[src/rtl/piso_pkg.sv]
// ============================================================================
// Module      : piso_pkg
// Description : Shared state encoding and sizing helper for the piso_stream
//               parallel-in/serial-out shifter.
// Revision    : 1.0 - initial release
// ============================================================================
`default_nettype none

package piso_pkg;

    // ST_PARITY is only reachable when PISO_PARITY_EN is defined.
    typedef enum logic [1:0] {
        ST_IDLE   = 2'd0,
        ST_SHIFT  = 2'd1,
        ST_PARITY = 2'd2
    } piso_state_e;

    // Sized to hold WIDTH, the parity beat index, without wrapping.
    function automatic int piso_cnt_w(input int width);
        return $clog2(width + 1);
    endfunction

endpackage : piso_pkg

`default_nettype wire

[src/rtl/piso_bit_cnt.sv]
// ============================================================================
// Module      : piso_bit_cnt
// Description : Up-counter with synchronous clear, count enable and a
//               terminal-count flag; clear has priority over enable.
// Revision    : 1.0 - initial release
// ============================================================================
`default_nettype none

module piso_bit_cnt #(
    parameter int               CNT_W  = 4,
    parameter logic [CNT_W-1:0] TC_VAL = '1
) (
    input  logic             clk,
    input  logic             rst_n,
    input  logic             i_clr,
    input  logic             i_en,
    output logic [CNT_W-1:0] o_cnt,
    output logic             o_tc
);

    logic [CNT_W-1:0] r_cnt;

    always_ff @(posedge clk or negedge rst_n) begin
        if (!rst_n) begin
            r_cnt <= '0;
        end else if (i_clr) begin
            r_cnt <= '0;
        end else if (i_en) begin
            r_cnt <= r_cnt + 1'b1;
        end
    end

    assign o_cnt = r_cnt;
    assign o_tc  = (r_cnt == TC_VAL);

endmodule : piso_bit_cnt

`default_nettype wire

[src/rtl/piso_stream.sv]
// ============================================================================
// Module      : piso_stream
// Description : Parallel-in/serial-out shifter with valid/ready on both
//               sides, LSB- or MSB-first, zero-bubble back-to-back words.
//               Optional macro PISO_PARITY_EN appends an even-parity beat.
// Revision    : 1.0 - initial release
// ============================================================================
`default_nettype none

module piso_stream
    import piso_pkg::*;
#(
    parameter int WIDTH     = 8,
    parameter bit MSB_FIRST = 1'b0
) (
    input  logic             clk,
    input  logic             clr_n,
    input  logic [WIDTH-1:0] in_data,
    input  logic             in_valid,
    output logic             in_ready,
    output logic             ser_out,
    output logic             ser_valid,
    input  logic             ser_ready,
    output logic             ser_last,
    output logic             busy
);

    localparam int               CNT_W    = piso_cnt_w(WIDTH);
    localparam logic [CNT_W-1:0] LAST_IDX = CNT_W'(WIDTH - 1);

    piso_state_e      r_state;
    logic [WIDTH-1:0] r_shift;
    logic [CNT_W-1:0] w_cnt;
    logic             w_cnt_tc;
    logic             w_head;
    logic [WIDTH-1:0] w_shift_nxt;
    logic             w_word_acc;
    logic             w_bit_acc;
    logic             w_last_acc;

`ifdef PISO_PARITY_EN
    logic             r_parity;
`endif

    assign w_head      = MSB_FIRST ? r_shift[WIDTH-1] : r_shift[0];
    assign w_shift_nxt = MSB_FIRST ? {r_shift[WIDTH-2:0], 1'b0}
                                   : {1'b0, r_shift[WIDTH-1:1]};

    assign ser_valid = (r_state != ST_IDLE);
    assign busy      = (r_state != ST_IDLE);

`ifdef PISO_PARITY_EN
    assign ser_last = (r_state == ST_PARITY);
    assign ser_out  = (r_state == ST_PARITY) ? r_parity : w_head;
`else
    assign ser_last = (r_state == ST_SHIFT) && w_cnt_tc;
    assign ser_out  = w_head;
`endif

    // The only combinational input-to-output path: ser_ready -> in_ready.
    assign in_ready   = (r_state == ST_IDLE) || (ser_last && ser_ready);
    assign w_word_acc = in_valid && in_ready;
    assign w_bit_acc  = ser_valid && ser_ready;
    assign w_last_acc = w_bit_acc && ser_last;

    piso_bit_cnt #(
        .CNT_W  (CNT_W),
        .TC_VAL (LAST_IDX)
    ) u_bit_cnt (
        .clk   (clk),
        .rst_n (clr_n),
        .i_clr (w_word_acc || w_last_acc),
        .i_en  (w_bit_acc),
        .o_cnt (w_cnt),
        .o_tc  (w_cnt_tc)
    );

    always_ff @(posedge clk or negedge clr_n) begin
        if (!clr_n) begin
            r_state  <= ST_IDLE;
            r_shift  <= '0;
`ifdef PISO_PARITY_EN
            r_parity <= 1'b0;
`endif
        end else if (w_word_acc) begin
            // Covers both the IDLE load and the zero-bubble reload.
            r_state  <= ST_SHIFT;
            r_shift  <= in_data;
`ifdef PISO_PARITY_EN
            r_parity <= ^in_data;
`endif
        end else if (w_bit_acc) begin
            r_shift <= w_shift_nxt;
            case (r_state)
                ST_SHIFT: begin
                    if (w_cnt_tc) begin
`ifdef PISO_PARITY_EN
                        r_state <= ST_PARITY;
`else
                        r_state <= ST_IDLE;
`endif
                    end
                end
                ST_PARITY: r_state <= ST_IDLE;
                default:   r_state <= r_state;
            endcase
        end
    end

endmodule : piso_stream

`default_nettype wire

[config.mk]
export PLATFORM = sky130hd
export DESIGN_NAME = piso_stream
export DESIGN_NICKNAME = d
export VERILOG_FILES = /design/src/rtl/piso_pkg.sv /design/src/rtl/piso_bit_cnt.sv /design/src/rtl/piso_stream.sv
export SDC_FILE = /design/constraint.sdc
export NUM_CORES = 1
export LEC_CHECK = 0
export CAP_MARGIN = 20
export CELL_PAD_IN_SITES_DETAIL_PLACEMENT = 2
export CELL_PAD_IN_SITES_GLOBAL_PLACEMENT = 2
export CORE_ASPECT_RATIO = 0.6
export CORE_MARGIN = 2
export CORE_UTILIZATION = 29
export CTS_CLUSTER_DIAMETER = 150
export DETAILED_ROUTE_END_ITERATION = 10
export GPL_ROUTABILITY_DRIVEN = 0
export GPL_TIMING_DRIVEN = 1
export PLACE_DENSITY = 0.82
export SETUP_SLACK_MARGIN = 0.4
export SLEW_MARGIN = 20
export SYNTH_ARGS = -nofsm -noshare
export SYNTH_HDL_FRONTEND = slang
export SYNTH_SLANG_ARGS = --single-unit
[constraint.sdc]
create_clock -name clk -period 1.85 [get_ports clk]
set_input_delay 0.2775 -clock clk [delete_from_list [all_inputs] [get_ports clk]]
set_output_delay 0.2775 -clock clk [all_outputs]
set_load 0.01 [all_outputs]
; ---- Word level (Yosys, flattened, before mapping)
; Cells that the tools add are included.
[totals]
reg_bits = 14
output_inout_bits = 5
elab_cells = 29
ramBits = 0
latchBits = 0
rom_bits = 0
memories = 0
inputBits = 12
[classes]
mux = 8
shifts = 0
n_lt_le_gt_ge = 0
n_eq_ne = 4
multipliers = 0
n_bitwise = 0
add_sub_neg = 1
div = 0
n_reduce_logical = 13
[ops]
columns = op, count
row1 = $mux W8, 2
row2 = $mux W4, 2
row3 = $mux W2, 3
row4 = $reduce_bool A2 Y1, 3
row5 = $logic_and A1 B1 Y1, 5
row6 = $add A4 B1 Y4 const B, 1
row7 = $eq A4 B3 Y1 const B, 1
row8 = $pmux W2 S2, 1
row9 = $ne A3 B3 Y1 const B, 1
row10 = $reduce_and A3 Y1, 1
row11 = $reduce_bool A3 Y1, 1
row12 = $eq A2 B1 Y1 const B, 1
row13 = $eq A2 B2 Y1 const B, 1
row14 = $logic_not A2 Y1, 1
row15 = $logic_or A1 B1 Y1, 2

; ---- Depth between registers and ports, before layout
[depth]
depth_word = 7
ltp_mapped = 6
mapped_depth_nobuf = 4

; ---- Cells and area by module
; A second synthesis with hierarchy kept.
[unflattened]
hier_cells = 76
area_unflattened_um2 = 799.5
[modules_own_cells]
columns = mod, cells_per_inst, area_each_um2, instances
row1 = piso_stream, 58, 599.3, 1
row2 = piso_bit_cnt, 18, 200.2, 1

; ---- Least setup slack after synthesis
; Ideal clock, no wire load.
[synth_path]
kind = register to output
start = register u_bit_cnt.r_cnt[0], in the netlist u_bit_cnt.o_cnt[0]
end = output in_ready
arrival_ns = 1.198
n_path_buf = 2
path_stages_with_launch = 7
path_slack_ns = 0.374
required_ns = 1.572
cell_sequence = dfrtp_1 > ha_1 > and3b_1 > buf_6 > buf_6 > nand2_1 > nand2_1
[synth_via]
elab_chain_cells = 4
[synth_rtl]
columns = item, line_no
row1 = "start, declared", piso_bit_cnt.sv:21  ; logic [CNT_W-1:0] r_cnt;
row2 = "start signal, assigned", piso_bit_cnt.sv:29  ; r_cnt <= r_cnt + 1'b1;
row3 = $eq A4 B3 Y1, piso_bit_cnt.sv:34  ; assign o_tc = (r_cnt == TC_VAL);
row4 = $logic_and A1 B1 Y1, piso_stream.sv:56  ; assign ser_last = (r_state == ST_SHIFT) && w_cnt_tc;
row5 = $logic_and A1 B1 Y1, piso_stream.sv:61  ; assign in_ready = (r_state == ST_IDLE) || (ser_last && ser_ready);
row6 = $logic_or A1 B1 Y1, piso_stream.sv:61
row7 = "end, declared", piso_stream.sv:20  ; output logic in_ready,
; Every way passes these cells.

; ---- Worst setup path after layout
[layout_path]
start = register u_bit_cnt.r_cnt[0], in the netlist u_bit_cnt.o_cnt[0]
end = output ser_last
[layout_via]
elab_chain_cells = 2
[layout_rtl]
columns = item, line_no
row1 = $eq A4 B3 Y1, piso_bit_cnt.sv:34
row2 = $logic_and A1 B1 Y1, piso_stream.sv:56
row3 = "end, declared", piso_stream.sv:24  ; output logic ser_last,
; Every way passes these cells.

==> reports/results.ini <==
[status]
status = complete, no violations

[route]
vias = 966
dr.pass1.iters = 4
drc = 0
via_per_inst = 5.427
drt_iter0_drc = 18
drt.antenna.violating_nets = 0
post_drt_wl_per_cell_um = 18.44
routed_wl_um = 3282

[die]
die_y_um = 47.41
fp-row-count = 15
dieArea_mm2 = 0.003620
core_mm2 = 0.002928
io_pins = 17
start_util_pct = 31.11
dieWidth_um = 76.35

[logic_synthesis]
syn_area_um2 = 910.9
ys.warnings.count = 0
synth_seq_cells = 13
synth_area_per_cell_um2 = 8.281
async_flop_share_pct = 100.0
ys_types = 33
synth-seq-area-share_pct = 35.71
synthCells = 110
syn-num-nets = 123
ys.flop_type = dfrtp_1
synth_edf_count = 0

[global_route]
grtUsageTotal_pct = 19.18
antenna_found_initial = 0
grt_pass1_vias = 1002
grt_first_pass_wirelength_um = 5202
grt_remaining_overflow = 0
grt_max_degree = 21

[min_path]
hp-class = primary input to asynchronous set/reset pin

[sta]
drv_slew = 0
tightest_slew_ps = 282.6
clock.fmax_mhz = 612.0
finalWorstSetupSlack_ps = 216.1
period_share_pct = 88.32
setup_viol = 0
hold_viol_final = 0
setup_tns_ps = 0
max_slew_margin_pct = 81.12
finalClockSkew_ps = 4.428
rsz0062_at_grt = yes
period_needed_ps = 1634

[worst_setup_path]
end_kind = output pin
path_max_fanout = 3
critPathLaunchType = register
criticalPathCategory = register to output pin
cp.required_ps = 1570
cp_data_arrival_time_ps = 1360

[pwr]
power_frac_comb_pct = 46.8
ir_drop_mv = 0.3646
p_seq_share_pct = 34.6
p_total_uw = 1465
leakage_uw = 0.0005679
p_sw_share_pct = 37.11
p_int_uw = 921.5
switchingPower_uw = 543.7
clock_power_share_pct = 18.6
p_per_area_mw_per_mm2 = 1151

[cts]
clk_pin_slew_worst_paths_ps = 60
cts_root_buf = clkbuf_8
cts_sinks = 13
tritoncts.num_buffers = 3
htreeDepth = 1
hold_buffers = 0
tritoncts = built
clockBufferDepth = 2
clock_latency_ps = 250

[cells_and_area]
n_fill_cell = 331
antenna_cells = 0
post-route-cell-area_mm2 = 0.001272
fin_cells = 178
multiInputGateArea_um2 = 543.0
final_cell_mix = buf_4 (15), dfrtp_1 (12), clkdlybuf4s50_1 (11), nor2_1 (9), nand3_1 (9)
regArea_um2 = 326.6
drive_gt1_share_pct = 22.79
nNetsFinal = 150
synthToLayoutAreaGrowth_pct = 39.70
final_common_cell = buf_4

[job]
maxCapViolCount = 0

[place]
dp.cells = 166
dp_hpwl_um = 2018
dpl-instance-area_mm2 = 0.001132
io_buffers = 16
pre_cts_slack_ps = 75.25

==> worst max-delay path: stages, from the launching register on <==
cell and delay, ps:
dfrtp_1 400, ha_2 190, and3b_2 240, and2_4 150, buf_6 110
==> sequential cells by signal, indices dropped and copies added (netlist names) <==
name             flops
u_bit_cnt.o_cnt      4
r_shift              8
r_state              1
==> layer usage <==
layer  GRT usage (%)  up-vias  routed length, µm
li1                -      445                  -
met1           24.30      484               1545
met2           34.16       33               1512
met3           4.906        4                190
met4           5.455        0                 34
met5               0        -                  0
==> synthesized netlist by cell type (2+ instances only) <==
master	count	area share [%]
a21oi_1	7	3.8
and2_1	2	1.4
buf_2	3	1.6
buf_6	2	2.5
clkbuf_1	5	2.1
dfrtp_1	13	36
inv_1	2	0.82
nand2_1	6	2.5
nand3_1	9	4.9
nand3b_1	2	1.6
nor2_1	9	3.7
nor2b_1	7	4.8
nor3_1	6	3.3
o211a_1	6	6.6
o21ai_0	8	4.4
or3_1	6	4.1
==> final timing paths <==
| kind | from | end | slack [ps] | cells after the start |
|---|---|---|---|---|
| setup / recovery | u_bit_cnt.o_cnt[0]$_DFFE_PN0P_ | ser_last | 220 | 4 |
| hold / removal | clr_n | r_shift[1]$_DFFE_PN0P_ | 340 | 2 |
| setup reg to reg | u_bit_cnt.o_cnt[0]$_DFFE_PN0P_ | r_shift[2]$_DFFE_PN0P_ | 230 | 5 |
| hold reg to reg | u_bit_cnt.o_cnt[3]$_DFFE_PN0P_ | u_bit_cnt.o_cnt[3]$_DFFE_PN0P_ | 550 | 2 |
| max in group asynchronous | clr_n | r_state[0]$_DFFE_PN0P_ | 1320 | 2 |
| min in group clk | u_bit_cnt.o_cnt[3]$_DFFE_PN0P_ | u_bit_cnt.o_cnt[3]$_DFFE_PN0P_ | 550 | 2 |
==> cell type report <==
cell class / count / area share (%)
multi-input cells: 84 / 42.67
flip-flops and latches: 13 / 25.66
repair buffers: 33 / 23.40
well taps: 42 / 4.130
clock buffers: 4 / 3.540
inverters: 2 / 0.5900
==> power by group through the flow <==
stage	Combinational, µW	Clock, µW	Sequential (µW)
2_1_floorplan	383	0	488
3_3_place_gp	562	0	492
3_5_place_dp	601	0	503
4_1_cts	654	279	497
5_1_grt	763	288	525
6_report	686	273	506
==> repair_timing <==
item,in CTS,in global routing
pin swaps,2,2
setup endpoints to repair,12,12
gates resized for setup,17,6
buffers inserted,7,1
==> cells by family (layout without fill, tap and decap cells) <==
logic type               after synthesis  in the layout  share of synthesized area [%]
AO/OA/AOI/OAI                         29             29                          22.12
XOR/XNOR                               1              1                         0.9617
adder cells (fa/ha/maj)                1              1                          1.373
AND/OR/NAND/NOR                       53             53                          32.01
buffers and inverters                 13             39                          7.830
flip-flops                            13             13                          35.71
==> stage by stage <==
stage / hold slack, ps / utilization (%)
4_1_cts: 343.7 / 42.22
5_1_grt: 357.1 / 43.46
2_1_floorplan: -18.09 / -
6_report: 337.4 / 43.46
3_3_place_gp: 525.1 / 38.68
3_5_place_dp: 546.7 / 38.68
(Power assumes the default switching activity.)
